## config.mk

```make
export PLATFORM = sky130hd
export DESIGN_NAME = alu_op_sequencer
export DESIGN_NICKNAME = d
export VERILOG_FILES = /design/src/rtl/alu_op_sequencer.sv
export SDC_FILE = /design/constraint.sdc
export NUM_CORES = 1
export LEC_CHECK = 0
export BUFFER_PORTS_ARGS = -buffer_cell sky130_fd_sc_hd__buf_2
export CAP_MARGIN = 25
export CELL_PAD_IN_SITES_DETAIL_PLACEMENT = 1
export CELL_PAD_IN_SITES_GLOBAL_PLACEMENT = 1
export CORE_MARGIN = 2
export CORE_UTILIZATION = 38
export CTS_CLUSTER_DIAMETER = 80
export DETAILED_ROUTE_END_ITERATION = 10
export MAX_ROUTING_LAYER = met4
export PLACE_DENSITY_LB_ADDON = 0.1
export SLEW_MARGIN = 20
export SYNTH_ARGS = -nofsm -noshare
export SYNTH_HDL_FRONTEND = slang
export SYNTH_SLANG_ARGS = --single-unit
```

## constraint.sdc

```tcl
create_clock -name clk -period 2.3 [get_ports clk]
set_input_delay 0.345 -clock clk [delete_from_list [all_inputs] [get_ports clk]]
set_output_delay 0.345 -clock clk [all_outputs]
set_load 0.01 [all_outputs]
```

## src/rtl/alu_op_sequencer.sv

```systemverilog
// alu_op_sequencer: command-driven initiator for the 8-bit enabled ALU bus.
// Keeps an 8-bit accumulator used as operand a, drives the ALU for exactly one
// cycle per operation, captures the result, and returns it on a valid/ready port.
// Optional feature: define ALU_OP_SEQUENCER_FLAGS_EN to add rsp_zero/rsp_neg.

module alu_op_sequencer #(
    parameter logic [7:0] ACC_INIT = 8'h00
) (
    input  logic       clk,
    input  logic       rst,
    // command port
    input  logic       cmd_valid,
    output logic       cmd_ready,
    input  logic       cmd_load,
    input  logic [2:0] cmd_sel,
    input  logic [7:0] cmd_b,
    // response port
    output logic       rsp_valid,
    input  logic       rsp_ready,
    output logic [7:0] rsp_y,
    output logic [7:0] op_count,
`ifdef ALU_OP_SEQUENCER_FLAGS_EN
    output logic       rsp_zero,
    output logic       rsp_neg,
`endif
    // ALU bus
    output logic       alu_en,
    output logic [2:0] alu_sel,
    output logic [7:0] alu_a,
    output logic [7:0] alu_b,
    input  logic [7:0] alu_y
);

    typedef enum logic [1:0] {
        StIdle,
        StIssue,
        StResp
    } state_e;

    state_e     state_q, state_d;
    logic [7:0] acc_q, acc_d;
    logic [7:0] cnt_q, cnt_d;
    // ALU bus registers double as the latched command; they hold outside ISSUE
    logic [2:0] sel_q, sel_d;
    logic [7:0] a_q, a_d;
    logic [7:0] b_q, b_d;

    // Next-state, handshake and accumulator update
    always_comb begin
        state_d   = state_q;
        acc_d     = acc_q;
        cnt_d     = cnt_q;
        sel_d     = sel_q;
        a_d       = a_q;
        b_d       = b_q;
        cmd_ready = 1'b0;

        unique case (state_q)
            StIdle: begin
                cmd_ready = ~rst;
            end
            StIssue: begin
                acc_d   = alu_y;
                state_d = StResp;
            end
            StResp: begin
                // back-to-back: a consumed response frees the slot this cycle
                cmd_ready = ~rst & rsp_ready;
                if (rsp_ready) begin
                    cnt_d   = cnt_q + 8'd1;
                    state_d = StIdle;
                end
            end
            default: begin
                state_d = StIdle;
            end
        endcase

        if (cmd_valid && cmd_ready) begin
            if (cmd_load) begin
                acc_d   = cmd_b;
                state_d = StResp;
            end else begin
                sel_d   = cmd_sel;
                a_d     = acc_q;
                b_d     = cmd_b;
                state_d = StIssue;
            end
        end
    end

    // State registers with synchronous reset; reset abandons any operation
    always_ff @(posedge clk) begin
        if (rst) begin
            state_q <= StIdle;
            acc_q   <= ACC_INIT;
            cnt_q   <= 8'h00;
            sel_q   <= 3'b000;
            a_q     <= 8'h00;
            b_q     <= 8'h00;
        end else begin
            state_q <= state_d;
            acc_q   <= acc_d;
            cnt_q   <= cnt_d;
            sel_q   <= sel_d;
            a_q     <= a_d;
            b_q     <= b_d;
        end
    end

`ifdef ALU_OP_SEQUENCER_FLAGS_EN
    logic zero_q;
    logic neg_q;

    // Result flags registered alongside the accumulator
    always_ff @(posedge clk) begin
        if (rst) begin
            zero_q <= 1'b0;
            neg_q  <= 1'b0;
        end else begin
            zero_q <= (acc_d == 8'h00);
            neg_q  <= acc_d[7];
        end
    end

    assign rsp_zero = zero_q;
    assign rsp_neg  = neg_q;
`endif

    // Outputs decoded from state or taken straight from registers
    assign alu_en    = (state_q == StIssue);
    assign alu_sel   = sel_q;
    assign alu_a     = a_q;
    assign alu_b     = b_q;
    assign rsp_valid = (state_q == StResp);
    assign rsp_y     = acc_q;
    assign op_count  = cnt_q;

endmodule

```

-- After elaboration in Yosys (flattened, before gate mapping)
Index checks and enable logic that the tools add are counted.
- $add $sub $neg: 1
- eq/ne operators: 4
- multiplexer cells: 8
- bitwise logic cells: 3
- reduce and logical (&&, ||, !) cells: 5
- operators with widths (kind ; count):
    two-way mux 8 bit ; 3
    adder 8 x 1 -> 8 bit, second input constant ; 1
    two-way mux 2 bit ; 3
    one-hot mux 2 bit (3 select lines) ; 1
    AND reduction 2 bit ; 3
    inequality test 3 x 1 -> 1 bit, second input constant ; 1
    == test 2 x 1 -> 1 bit, second input constant ; 1
    == test 2 bit, second input constant ; 1
    zero test 2 bit ; 1
    inequality test 2 bit, second input constant ; 1
    inverter 1 bit ; 2
    one-hot mux 1 bit (2 select lines) ; 1
    bitwise AND 1 bit ; 1
    logical AND 1 bit ; 1
- bits in registers: 37
- input port bits: 24
- output and inout port bits: 38

-- Depth between registers and ports, before layout
Gate-level depths: netlist (run 1).
- depth after elaboration: 6
- gate-level depth with buffers: 5
- depth with buffers taken out: 4

-- Worst setup path before layout (run 1)
No wires, ideal clock.
- kind: reg2out
- start: reg state_q[0]
- end: out cmd_ready
- arrival: 1078 ps
- required time: 1955 ps
- slack: 877 ps
- stages on the path, launching flop included: 5
- cells stage by stage: dfxtp_1 -> or2_1 -> buf_2 -> buf_2 -> nor2_1
- longest elaborated chain between the ends: 2
- elaborated cells on any way between the ends: 3
- RTL lines (element ; RTL line ; source):
    from (decl) ; 40 ; state_e state_q, state_d;
    from (signal assigned) ; 95 ; state_q <= StIdle;
    from (signal assigned) ; 102 ; state_q <= state_d;
    == test 2 bit or zero test 2 bit (tied branches) ; 58 ; unique case (state_q)
    one-hot mux 1 bit (2 select lines) (*) ; 58 ;
    to (decl) ; 13 ; output logic cmd_ready,
Mark *: on every way between the ends. The rest lies on a longest branch, timed or not.

-- Final worst setup path (run 1)
Ends and elaborated chain as after synthesis.

==> impl_results.rst, run 1 <==
.. list-table::
   :header-rows: 1

   * - Metric
     - Value
   * - Detailed Route Iter0 Violations
     - 80
   * - H-Tree Depth
     - 2
   * - Global-route usage over all layers
     - about 22%
   * - Instance count of the mapped netlist
     - between 150 and 200
   * - Area of all placed cells without fillers
     - 2100 um2
   * - Synthesized area
     - 1650 um2
   * - Post-detailed-route wirelength per cell
     - 18.1 um
   * - Unrepaired setup endpoints after global routing
     - false
   * - Clock tree sinks
     - 37
   * - RR Startpoint
     - state_q[0]$_SDFFE_PP0P_
   * - Net Count, Synth
     - about 210
   * - Static power due to leakage
     - 0.866 nW
   * - Setup TNS
     - 0 ns
   * - Number of cells in the finished layout apart from fillers
     - between 200 and 300
   * - Number of placed cells counting well taps
     - 280
   * - Synthesized flop and latch total
     - 37
   * - Die area
     - 4890 um2
   * - Placed cell area
     - 1980 um2
   * - Number of global-route vias before repair
     - 1666
   * - Post-synthesis cell type count
     - 27
   * - Std-Cell Core Area
     - just over 4000 um2
   * - Routed vias
     - 1692
   * - Crit path capture
     - cmd_ready
   * - Class of the tightest hold or removal check
     - in -> reg
   * - Root Driver
     - sky130_fd_sc_hd__clkbuf_8
   * - Detailed-route DRC error count
     - 0
   * - Antenna violations before repair
     - 0
   * - Number of top-level design ports
     - just over 60
   * - Vias per cell
     - 5.88
   * - Syn. warnings
     - 0
   * - Worst Max-Slew Pin Slew
     - 0.834 ns
   * - Required time at the endpoint of the critical path
     - roughly 2.0 ns
   * - Power per cell area
     - 686 nW/um2
   * - Arrival @ worst endpoint
     - 1.55 ns
   * - Result of the run
     - completed
   * - Final-layout worst hold slack
     - around 0.32 ns
   * - Fraction of the yosys area taken by sequential cells
     - between 40 and 50%
   * - Number of routed nets with antenna violations
     - 0
   * - Share of cells above drive strength 1
     - 32.8%
   * - Total clock buffers created by CTS
     - 5
   * - CTS tree
     - done
   * - Area Overhead vs Synth
     - 27.3%
   * - Post-layout worst setup margin
     - between 0.4 and 0.5 ns
   * - Total of fill cells in the finished design
     - 507
   * - Final core occ
     - 51.4%
   * - Critical register-to-register path endpoint
     - rsp_y[1]$_SDFF_PP0_
   * - Setup-failing EPs final
     - 0
   * - Hold Violations, Final
     - 0
   * - Flop2flop setup slack
     - 0.52 ns
   * - Critical path peak fanout
     - 15
   * - Post-Route Skew
     - between 0.007 and 0.008 ns
   * - Chip Height
     - about 70 um
   * - Buffer levels on the longest clock path
     - 2
   * - Minimum clock period
     - approximately 1.9 ns
   * - Overflow left after global routing
     - 0
   * - Overall power after layout
     - around 1.4 mW
   * - Setup WS pre-CTS
     - 0.518 ns
   * - Clock insertion delay at the later pin of the skew report
     - around 0.29 ns
   * - Pre-antenna DRT Iters
     - 4
   * - Die width
     - 69.9 um
   * - Routed wire length
     - 5210 um
   * - Standard-cell row count
     - 23
   * - Max Slew Vio Count
     - 0
   * - Pin count of the biggest net entering global routing
     - 38
   * - Fmax
     - roughly 530 MHz
   * - Post-CTS clock slew at the launch and capture registers of the worst setup and hold paths
     - 0.08 ns
   * - Startpoint type of the worst setup path
     - flip-flop
   * - Largest voltage drop on the vdd net
     - 0.437 mV
   * - Number of buffers added to fix hold violations after cts
     - 0
   * - Syn Area/Cell
     - 9.07 um2
   * - R2R cell count
     - 3
   * - Fin nets
     - 262
   * - Port-buffer cells
     - 61
   * - Period utilization
     - a little over 80%
   * - Inserted Diodes
     - 0
   * - Dpl hpwl
     - 3740 um
   * - Setup Fix Bufs, Post-CTS
     - 0
   * - Number of resized instances in the post-cts repair step
     - 0
   * - Crit path capture type
     - output port
   * - Starting density of the core
     - 40.4%
   * - Max transition margin
     - between 40% and 50%
   * - Critical path class
     - reg -> out
   * - First-pass GRT wire length
     - 8510 um
   * - Worst setup path start
     - state_q[0]$_SDFFE_PP0P_
   * - Max-cap check violation count
     - 0
   * - Final GP Congestion
     - 0.859
==> how the worst min path moves through the flow <==
stage / from / to / slack [ns] / cells past startpoint
final: cmd_b[7] / alu_b[7]$_SDFFE_PP0P_ / 0.32 / 3
after global routing: cmd_b[7] / alu_b[7]$_SDFFE_PP0P_ / 0.33 / 3
after global placement: alu_sel[2]$_SDFFE_PP0P_ / alu_sel[2]$_SDFFE_PP0P_ / 0.46 / 2
after floorplan: alu_a[0]$_SDFFE_PP0P_ / alu_a[0]$_SDFFE_PP0P_ / 0.49 / 2
after CTS: cmd_b[7] / alu_b[7]$_SDFFE_PP0P_ / 0.32 / 3
after detailed placement: alu_a[7]$_SDFFE_PP0P_ / alu_a[7]$_SDFFE_PP0P_ / 0.46 / 2
==> report_power, final <==
| part | switching [mW] | total (mW) | internal [mW] |
|---|---|---|---|
| combinational | 0.107 | 0.171 | 0.0639 |
| sequential | 0.0182 | 0.680 | 0.661 |
| clock | 0.236 | 0.590 | 0.354 |
==> final cells by class <==
cell class,count,area (um2),area share [%]
inverters,1,3.75,0.179
repair buffers,67,350,16.7
clock inverters,1,30.0,1.43
clock buffers,7,86.3,4.11
well taps,50,62.6,2.98
multi-input cells,125,827,39.4
flip-flops and latches,37,741,35.3
==> cell families (layout without fill, tap and decap cells) <==
family / after synthesis / count (layout) / share of synthesized area (%)
simple gates: 54 / 54 / 20.2
compound gates: 60 / 60 / 23.0
fa+ha+maj: 1 / 1 / 0.758
flops: 37 / 37 / 44.9
xor+xnor: 1 / 1 / 0.531
mux: 9 / 9 / 5.46
buf+inv: 20 / 76 / 5.16
==> synthesized netlist by cell type <==
cell                       instances  area, um2
sky130_fd_sc_hd__or2_1             1       6.26
sky130_fd_sc_hd__nand2b_1          2       12.5
sky130_fd_sc_hd__clkbuf_1         10       37.5
sky130_fd_sc_hd__a211oi_1          8       60.1
sky130_fd_sc_hd__o31ai_1          22        165
sky130_fd_sc_hd__or4_1             3       22.5
sky130_fd_sc_hd__nor4_1            8       50.1
sky130_fd_sc_hd__o21ba_2           1       10.0
sky130_fd_sc_hd__nand3_1           2       10.0
sky130_fd_sc_hd__dfxtp_1          37        741
sky130_fd_sc_hd__xor2_1            1       8.76
sky130_fd_sc_hd__o21ai_0           3       15.0
sky130_fd_sc_hd__nand3b_1          1       7.51
sky130_fd_sc_hd__nor2_1            3       11.3
sky130_fd_sc_hd__nor2_2            1       6.26
sky130_fd_sc_hd__or3_1             4       25.0
sky130_fd_sc_hd__a21oi_1          26        130
sky130_fd_sc_hd__nand2_1           3       11.3
sky130_fd_sc_hd__nor2b_1           4       25.0
sky130_fd_sc_hd__nand4b_2          1       15.0
sky130_fd_sc_hd__buf_1             1       3.75
sky130_fd_sc_hd__nor3_1            1       5.00
sky130_fd_sc_hd__ha_1              1       12.5
sky130_fd_sc_hd__inv_1             1       3.75
sky130_fd_sc_hd__buf_2             8       40.0
sky130_fd_sc_hd__mux2i_1           9       90.1
sky130_fd_sc_hd__nand4_1          20        125
==> placed cells by master (no fill, tap or decap) <==
cell type / synthesis / final
sky130_fd_sc_hd__dfxtp_1: 37 / 37
sky130_fd_sc_hd__o21ai_0: 3 / 3
sky130_fd_sc_hd__nor3_1: 1 / 1
sky130_fd_sc_hd__or3_1: 4 / 4
sky130_fd_sc_hd__nand2b_1: 2 / 2
sky130_fd_sc_hd__ha_1: 1 / 1
sky130_fd_sc_hd__nor2b_1: 4 / 3
sky130_fd_sc_hd__a21oi_1: 26 / 26
sky130_fd_sc_hd__or2_1: 1 / 1
sky130_fd_sc_hd__a211oi_1: 8 / 8
sky130_fd_sc_hd__o31ai_1: 22 / 22
sky130_fd_sc_hd__bufinv_16: 0 / 1
sky130_fd_sc_hd__nor4_1: 8 / 8
sky130_fd_sc_hd__nand4b_2: 1 / 1
sky130_fd_sc_hd__nor2_1: 3 / 3
sky130_fd_sc_hd__xor2_1: 1 / 1
sky130_fd_sc_hd__nand2_1: 3 / 3
sky130_fd_sc_hd__buf_4: 0 / 6
sky130_fd_sc_hd__or4_1: 3 / 3
sky130_fd_sc_hd__mux2i_1: 9 / 9
sky130_fd_sc_hd__inv_1: 1 / 1
sky130_fd_sc_hd__nor2b_2: 0 / 1
sky130_fd_sc_hd__nor2_2: 1 / 1
sky130_fd_sc_hd__clkbuf_1: 10 / 1
sky130_fd_sc_hd__clkbuf_8: 0 / 6
sky130_fd_sc_hd__o21ba_2: 1 / 1
sky130_fd_sc_hd__nand4_1: 20 / 20
sky130_fd_sc_hd__nand3b_1: 1 / 1
sky130_fd_sc_hd__nand3_1: 2 / 2
sky130_fd_sc_hd__buf_2: 8 / 61
==> registers in the layout, indices dropped and copies added, names as in the netlist <==
name / flops
alu_a: 8
alu_b: 8
alu_sel: 3
op_count: 8
rsp_y: 8
state_q: 2
==> metal layers <==
metal / part of all wire, % / vias up / wire length, um / global-route usage [%]
met1: 45 / 824 / 2340 / 27.6
li1: - / 815 / - / -
met5: 0 / - / 0 / -
met3: 4.4 / 9 / 227 / 4.91
met2: 49 / 44 / 2540 / 35.6
met4: 1.9 / 0 / 97 / 8.97
==> critical path, cell delays in order, from the launching register on <==
cell and delay, ns:
sky130_fd_sc_hd__dfxtp_1 0.47, sky130_fd_sc_hd__or2_1 0.51, sky130_fd_sc_hd__nor2_1 0.11, sky130_fd_sc_hd__buf_2 0.17
Note: power is estimated with default switching activity, not from simulation.
==> inputs of run 2 (changes only) <==
--- a/config.mk
+++ b/config.mk
@@ -10,7 +10,7 @@
 export CELL_PAD_IN_SITES_DETAIL_PLACEMENT = 1
 export CELL_PAD_IN_SITES_GLOBAL_PLACEMENT = 1
 export CORE_MARGIN = 2
-export CORE_UTILIZATION = 38
+export CORE_UTILIZATION = 32
 export CTS_CLUSTER_DIAMETER = 80
 export DETAILED_ROUTE_END_ITERATION = 10
 export MAX_ROUTING_LAYER = met4
==> constraint.sdc (replaced) <==
create_clock -name clk -period 1.6 [get_ports clk]
set_input_delay 0.24 -clock clk [delete_from_list [all_inputs] [get_ports clk]]
set_output_delay 0.24 -clock clk [all_outputs]
set_load 0.01 [all_outputs]
==> run 2 against run 1 <==
  * Critical path depth increased by 1
  * Non-clock buffer count increased by 5
  * Register-to-register slack got worse by 0.41 ns
  * Die area increased by 18%
  * Count of clock-buffer cells in the layout unchanged
  * Sequential power increased by 44%
  * Largest power group unchanged
==> impl_results.rst, run 2 (synthesis results as in run 1) <==
.. list-table::
   :header-rows: 1

   * - Metric
     - Value
   * - Setup WS pre-CTS
     - 0.107 ns (was 0.518 ns)
   * - Overall power after layout
     - 1.91 mW (was 1.44 mW)
   * - Unrepaired setup endpoints after global routing
     - false (unchanged)
   * - Post-CTS clock slew at the launch and capture registers of the worst setup and hold paths
     - 0.07 ns (was 0.08 ns)
   * - Part of the power in the clock network
     - 34.7% (was 41.0%)
   * - Number of global-route vias before repair
     - 1762 (was 1666)
   * - Part of the power in registers
     - 51.1% (was 47.2%)
   * - Number of routed nets with antenna violations
     - 0 (unchanged)
   * - Std-Cell Core Area
     - 5040 um2 (was 4090 um2)
   * - Number of top-level design ports
     - 62 (unchanged)
   * - Fin nets
     - 267 (was 262)
   * - Area of all placed cells without fillers
     - 2170 um2 (was 2100 um2)
   * - Setup-failing EPs final
     - 0 (unchanged)
   * - Critical path peak fanout
     - 29 (was 15)
   * - Chip Height
     - 75.8 um (was 69.9 um)
   * - Most frequent cells in the layout
     - sky130_fd_sc_hd__buf_2, sky130_fd_sc_hd__dfxtp_1, sky130_fd_sc_hd__a21oi_1, sky130_fd_sc_hd__o31ai_1, sky130_fd_sc_hd__nand4_1 (unchanged)
   * - Pin count of the biggest net entering global routing
     - 37 (was 38)
   * - Flop2flop setup slack
     - 0.11 ns (was 0.52 ns)
   * - Root Driver
     - sky130_fd_sc_hd__clkbuf_8 (unchanged)
   * - Switching portion of total power
     - 26.7% (was 25.1%)
   * - Period utilization
     - 96.4%
   * - Critical path class
     - reg -> out (unchanged)
   * - Final GP Congestion
     - 0.817 (was 0.859)
   * - Inserted Diodes
     - 0 (unchanged)
   * - Arrival @ worst endpoint
     - 1.30 ns (was 1.55 ns)
   * - Static power due to leakage
     - 0.887 nW (was 0.866 nW)
   * - Detailed Route Iter0 Violations
     - 55 (was 80)
   * - Share of cells above drive strength 1
     - 34.7% (was 32.8%)
   * - Post-layout worst setup margin
     - 0.0579 ns (was 0.402 ns)
   * - Required time at the endpoint of the critical path
     - 1.36 ns (was 1.96 ns)
   * - Die area
     - 5750 um2 (was 4890 um2)
   * - Clock tree sinks
     - 37 (unchanged)
   * - Power per cell area
     - 884 nW/um2 (was 686 nW/um2)
   * - Hold-critical path endpoint
     - alu_sel[2]$_SDFFE_PP0P_ (was alu_b[7]$_SDFFE_PP0P_)
   * - Die width
     - 75.8 um (was 69.9 um)
   * - Critical register-to-register path endpoint
     - rsp_y[1]$_SDFF_PP0_ (unchanged)
   * - Total of fill cells in the finished design
     - 602 (was 507)
   * - First-pass GRT wire length
     - 8730 um (was 8510 um)
   * - Routed wire length
     - 5600 um (was 5210 um)
   * - R2R cell count
     - 3 (unchanged)
   * - Placed cell area
     - 2060 um2 (was 1980 um2)
   * - Routed vias
     - 1737 (was 1692)
   * - Crit path capture type
     - output port (unchanged)
   * - Result of the run
     - completed (unchanged)
   * - Peak per-stage delay on the critical path
     - 0.36 ns (was 0.51 ns)
   * - Minimum clock period
     - 1.54 ns
   * - Pre-antenna DRT Iters
     - 4 (unchanged)
   * - Max Slew Vio Count
     - 0 (unchanged)
   * - Buffer levels on the longest clock path
     - 2 (unchanged)
   * - Dpl hpwl
     - 3940 um (was 3740 um)
   * - Max transition margin
     - 73.7% (was 44.4%)
   * - Relative contribution of combinational cells to total power
     - 14.3% (was 11.9%)
   * - Startpoint type of the worst setup path
     - flip-flop (unchanged)
   * - Post-detailed-route wirelength per cell
     - 18.0 um (was 18.1 um)
   * - Largest voltage drop on the vdd net
     - 0.533 mV (was 0.437 mV)
   * - Standard-cell row count
     - 26 (was 23)
   * - Commonest non-fill, non-tap cell in the layout
     - sky130_fd_sc_hd__buf_2 (unchanged)
   * - Hold Violations, Final
     - 0 (unchanged)
   * - Class of the tightest hold or removal check
     - in -> reg (unchanged)
   * - Overflow left after global routing
     - 0 (unchanged)
   * - CP Cell Sequence
     - or2_4 -> buf_12 -> nor2_1 -> buf_2 (was or2_1 -> nor2_1 -> buf_2)
   * - RR Startpoint
     - state_q[0]$_SDFFE_PP0P_ (unchanged)
   * - Starting density of the core
     - 32.7% (was 40.4%)
   * - Clock insertion delay at the later pin of the skew report
     - 0.28 ns (was 0.29 ns)
   * - Vias per cell
     - 5.57 (was 5.88)
   * - Total clock buffers created by CTS
     - 5 (unchanged)
   * - Global-route usage over all layers
     - 20.8% (was 22.3%)
   * - Detailed-route DRC error count
     - 0 (unchanged)
   * - Area Overhead vs Synth
     - 31.3% (was 27.3%)
   * - Power Internal
     - 1.40 mW (was 1.08 mW)
   * - Post-Route Skew
     - 0.00334 ns (was 0.00769 ns)
   * - CTS tree
     - done (unchanged)
   * - Max-cap check violation count
     - 0 (unchanged)
   * - Sw power
     - 0.511 mW (was 0.362 mW)
   * - H-Tree Depth
     - 2 (unchanged)
   * - Worst Max-Slew Pin Slew
     - 0.394 ns (was 0.834 ns)
   * - Worst hold stages
     - 3 (unchanged)
   * - Fmax
     - 648 MHz
   * - Port-buffer cells
     - 61 (unchanged)
   * - Launch point of the worst hold path
     - cmd_sel[2] (was cmd_b[7])
   * - Slowest stage cell, crit path
     - sky130_fd_sc_hd__dfxtp_2 (was sky130_fd_sc_hd__or2_1)
   * - Setup TNS
     - 0 ns (unchanged)
   * - Antenna violations before repair
     - 0 (unchanged)
==> run 2: worst max path at each step <==
stage	startpoint	to	slack [ns]
2_1_floorplan	state_q[0]$_SDFFE_PP0P_	alu_b[0]$_SDFFE_PP0P_	0.27
3_3_place_gp	rst	rsp_y[7]$_SDFF_PP0_	0.22
3_5_place_dp	state_q[0]$_SDFFE_PP0P_	rsp_y[4]$_SDFF_PP0_	0.11
4_1_cts	state_q[0]$_SDFFE_PP0P_	cmd_ready	0.03
5_1_grt	state_q[0]$_SDFFE_PP0P_	cmd_ready	0.02
6_report	state_q[0]$_SDFFE_PP0P_	cmd_ready	0.06
==> run 2: what timing repair did <==
item	CTS	global route
pin swaps	0	0
setup endpoints to repair	1	3
hold buffers	0	0
setup buffers	0	0
gates cloned	0	0
endpoints found under the hold margin	0	0
resized for setup	3	3
==> run 2: critical path, delay by kind of cell (launching register included) <==
family,cells,cell delay (ns)
DFF,1,0.36
and+or+nand+nor,2,0.36
buffers and inverters,2,0.30
==> run 2: area by class of cell <==
cell class	count	area, um2	share of cell area, %
clock buffers	7	86.3	3.98
well taps	70	87.6	4.04
multi-input cells	125	835	38.5
repair buffers	72	413	19.1
flip-flops and latches	37	742	34.2
inverters	1	3.75	0.173
==> run 2: power groups by stage <==
stage,clock [mW],sequential [mW],combinational [mW]
floorplan,0,1.00,0.129
global placement,0,0.997,0.253
detailed placement,0,0.998,0.264
CTS,0.683,0.977,0.268
global route,0.713,0.981,0.298
finish,0.664,0.977,0.273
==> run 2: per-stage QoR <==
| stage | util [%] | hold slack, ns | std cells |
|---|---|---|---|
| after CTS | 42.7 | 0.214 | 312 |
| after detailed placement | 40.8 | 0.462 | 305 |
| after global routing | 43.0 | 0.236 | 312 |
| after floorplan | - | 0.390 | 182 |
| after global placement | 40.8 | 0.455 | 305 |
| final | 43.0 | 0.221 | 312 |
==> run 2: routing by layer <==
| layer | vias to the layer above | global-route usage (%) | share of wire, % | wire, um |
|---|---|---|---|---|
| met2 | 40 | 35.2 | 51 | 2880 |
| met4 | 0 | 4.68 | 1.1 | 61 |
| met3 | 6 | 3.70 | 3.3 | 183 |
| li1 | 821 | - | - | - |
| met5 | - | - | 0 | 0 |
| met1 | 870 | 25.8 | 44 | 2480 |
==> inputs of run 3 (changes only) <==
--- a/config.mk
+++ b/config.mk
@@ -7,7 +7,7 @@
 export LEC_CHECK = 0
 export BUFFER_PORTS_ARGS = -buffer_cell sky130_fd_sc_hd__buf_2
 export CAP_MARGIN = 25
-export CELL_PAD_IN_SITES_DETAIL_PLACEMENT = 1
+export CELL_PAD_IN_SITES_DETAIL_PLACEMENT = 0
 export CELL_PAD_IN_SITES_GLOBAL_PLACEMENT = 1
 export CORE_MARGIN = 2
 export CORE_UTILIZATION = 32
==> run 3 against run 2 <==
  * Highest routed layer unchanged
  * Clock power rose by 27%
  * Flip-flop and latch count did not move
  * Count of clock-buffer cells in the layout did not move
  * Global-route usage fell by 1.6 points
==> impl_results.rst, run 3 (synthesis results as in run 1) <==
.. list-table::
   :header-rows: 1

   * - Metric
     - Value
   * - Arrival @ worst endpoint
     - 1.31 ns (was 1.30 ns)
   * - Startpoint type of the worst setup path
     - flip-flop (unchanged)
   * - Final-layout worst hold slack
     - 0.206 ns (was 0.221 ns)
   * - Number of buffer and inverter stages on the critical path
     - 2 (unchanged)
   * - Die area
     - 5750 um2 (unchanged)
   * - Critical path peak fanout
     - 29 (unchanged)
   * - Clock insertion delay at the later pin of the skew report
     - 0.29 ns (was 0.28 ns)
   * - Cell family with most CP delay
     - flip-flops (unchanged)
   * - Result of the run
     - completed (unchanged)
   * - CP Cell Sequence
     - or2_4 -> buf_12 -> nor2_1 -> buf_2 (unchanged)
   * - Starting density of the core
     - 32.7% (unchanged)
   * - Static power due to leakage
     - 0.902 nW (was 0.887 nW)
   * - Dpl hpwl
     - 3540 um (was 3940 um)
   * - First-pass GRT wire length
     - 8030 um (was 8730 um)
   * - Number of routed nets with antenna violations
     - 0 (unchanged)
   * - Fmax
     - 644 MHz (was 648 MHz)
   * - Clock tree sinks
     - 37 (unchanged)
   * - Sequential cell area in the final layout
     - 742 um2 (unchanged)
   * - Total clock buffers created by CTS
     - 5 (unchanged)
   * - Buffer levels on the longest clock path
     - 2 (unchanged)
   * - Total of fill cells in the finished design
     - 513 (was 602)
   * - Port-buffer cells
     - 61 (unchanged)
   * - Final GP Congestion
     - 0.817 (unchanged)
   * - Unrepaired setup endpoints after global routing
     - false (unchanged)
   * - Largest voltage drop on the vdd net
     - 0.523 mV (was 0.533 mV)
   * - Overflow left after global routing
     - 0 (unchanged)
   * - Chip Height
     - 75.8 um (unchanged)
   * - Routed wire length
     - 5130 um (was 5600 um)
   * - Standard-cell row count
     - 26 (unchanged)
   * - Vias per cell
     - 5.47 (was 5.57)
   * - Period utilization
     - 97.1% (was 96.4%)
   * - Std-Cell Core Area
     - 5040 um2 (unchanged)
   * - Fin nets
     - 267 (unchanged)
   * - Pre-antenna DRT Iters
     - 4 (unchanged)
   * - Worst Max-Slew Pin Slew
     - 0.383 ns (was 0.394 ns)
   * - Setup-failing EPs final
     - 0 (unchanged)
   * - Setup Fix Bufs, Post-CTS
     - 0 (unchanged)
   * - Commonest non-fill, non-tap cell in the layout
     - sky130_fd_sc_hd__buf_2 (unchanged)
   * - Max transition margin
     - 74.5% (was 73.7%)
   * - Root Driver
     - sky130_fd_sc_hd__clkbuf_8 (unchanged)
   * - Detailed-route DRC error count
     - 0 (unchanged)
   * - Final core occ
     - 43.6% (was 43.0%)
   * - Class of the tightest hold or removal check
     - in -> reg (unchanged)
   * - Number of top-level design ports
     - 62 (unchanged)
   * - Die width
     - 75.8 um (unchanged)
   * - Max Slew Vio Count
     - 0 (unchanged)
   * - Placed cell area
     - 2060 um2 (unchanged)
   * - Post-detailed-route wirelength per cell
     - 16.4 um (was 18.0 um)
   * - Pin count of the biggest net entering global routing
     - 37 (unchanged)
   * - Share of cells above drive strength 1
     - 35.0% (was 34.7%)
   * - Inserted Diodes
     - 0 (unchanged)
   * - Power per cell area
     - 950 nW/um2 (was 884 nW/um2)
   * - Setup TNS
     - 0 ns (unchanged)
   * - Post-Route Skew
     - 0.00432 ns (was 0.00334 ns)
   * - Hold Violations, Final
     - 0 (unchanged)
   * - Crit path capture type
     - output port (unchanged)
   * - Peak per-stage delay on the critical path
     - 0.36 ns (about the same)
   * - CTS tree
     - done (unchanged)
   * - Number of global-route vias before repair
     - 1748 (was 1762)
   * - Detailed Route Iter0 Violations
     - 85 (was 55)
   * - Required time at the endpoint of the critical path
     - 1.36 ns (about the same)
   * - Area Overhead vs Synth
     - 33.1% (was 31.3%)
   * - Minimum clock period
     - 1.55 ns (was 1.54 ns)
   * - Global-route usage over all layers
     - 19.3% (was 20.8%)
   * - Max-cap check violation count
     - 0 (unchanged)
   * - Antenna violations before repair
     - 0 (unchanged)
   * - Slowest stage cell, crit path
     - sky130_fd_sc_hd__dfxtp_2 (unchanged)
   * - Routed vias
     - 1712 (was 1737)
   * - Critical path class
     - reg -> out (unchanged)
   * - Overall power after layout
     - 2.09 mW (was 1.91 mW)
   * - Area of all placed cells without fillers
     - 2200 um2 (was 2170 um2)
   * - Post-CTS clock slew at the launch and capture registers of the worst setup and hold paths
     - 0.07 ns (about the same)
   * - H-Tree Depth
     - 2 (unchanged)
   * - Area of the multi-input gates
     - 835 um2 (unchanged)
   * - Most frequent cells in the layout
     - sky130_fd_sc_hd__buf_2, sky130_fd_sc_hd__dfxtp_1, sky130_fd_sc_hd__a21oi_1, sky130_fd_sc_hd__o31ai_1, sky130_fd_sc_hd__nand4_1 (unchanged)
run 3: cell types whose count changed in the layout (fill, tap and decap cells not counted), sizes merged:
cell | before | now
bufinv | 0 | 1
run 3: what timing repair did:
| action | CTS | global route |
|---|---|---|
| setup endpoints to repair | 1 | 1 |
| hold buffers | 0 | 0 |
| gates resized for setup | 2 | 4 |
| endpoints found under the hold margin | 0 | 0 |
run 3: path summary, 6_finish.rpt:
path	start	end	slack, ns	depth (start not counted)
worst max-delay path	state_q[0]$_SDFFE_PP0P_	cmd_ready	0.05	4
worst min-delay path	cmd_sel[2]	alu_sel[2]$_SDFFE_PP0P_	0.21	3
worst max register to register	state_q[0]$_SDFFE_PP0P_	rsp_y[4]$_SDFF_PP0_	0.11	3
worst min register to register	alu_b[2]$_SDFFE_PP0P_	alu_b[2]$_SDFFE_PP0P_	0.47	2
run 3: through the flow:
| step | instances | setup slack, ns |
|---|---|---|
| 6_report | 313 | 0.0467 |
| 5_1_grt | 313 | 0.00163 |
| 4_1_cts | 313 | 0.0284 |
| 3_5_place_dp | 305 | 0.146 |
| 3_3_place_gp | 305 | 0.217 |
| 2_1_floorplan | 182 | 0.268 |
run 3: cell type report:
type / count / area share [%]
inverters: 1 / 0.171
well taps: 70 / 3.99
repair buffers: 72 / 18.8
flip-flops and latches: 37 / 33.8
clock inverters: 1 / 1.37
clock buffers: 7 / 3.93
multi-input cells: 125 / 38.0
run 3: metal layers:
metal  global-route usage, %  vias to the layer above  wire, um
li1                        -                      826         -
met1                    22.2                      819      2240
met2                    32.7                       62      2560
met3                    4.50                        5       286
met4                    6.63                        0        44
met5                       -                        -         0
run 3: worst register-to-register path: stages, from the launching register on:
cell and delay [ns]:
sky130_fd_sc_hd__dfxtp_2 0.36, sky130_fd_sc_hd__or2_4 0.27, sky130_fd_sc_hd__or3_1 0.50, sky130_fd_sc_hd__a211oi_1 0.26
run 3: report_power, final:
part           switching (mW)  internal, mW  leakage, nW
registers              0.0260         0.951        0.301
logic                   0.158         0.110        0.542
clock network           0.333         0.508       0.0585
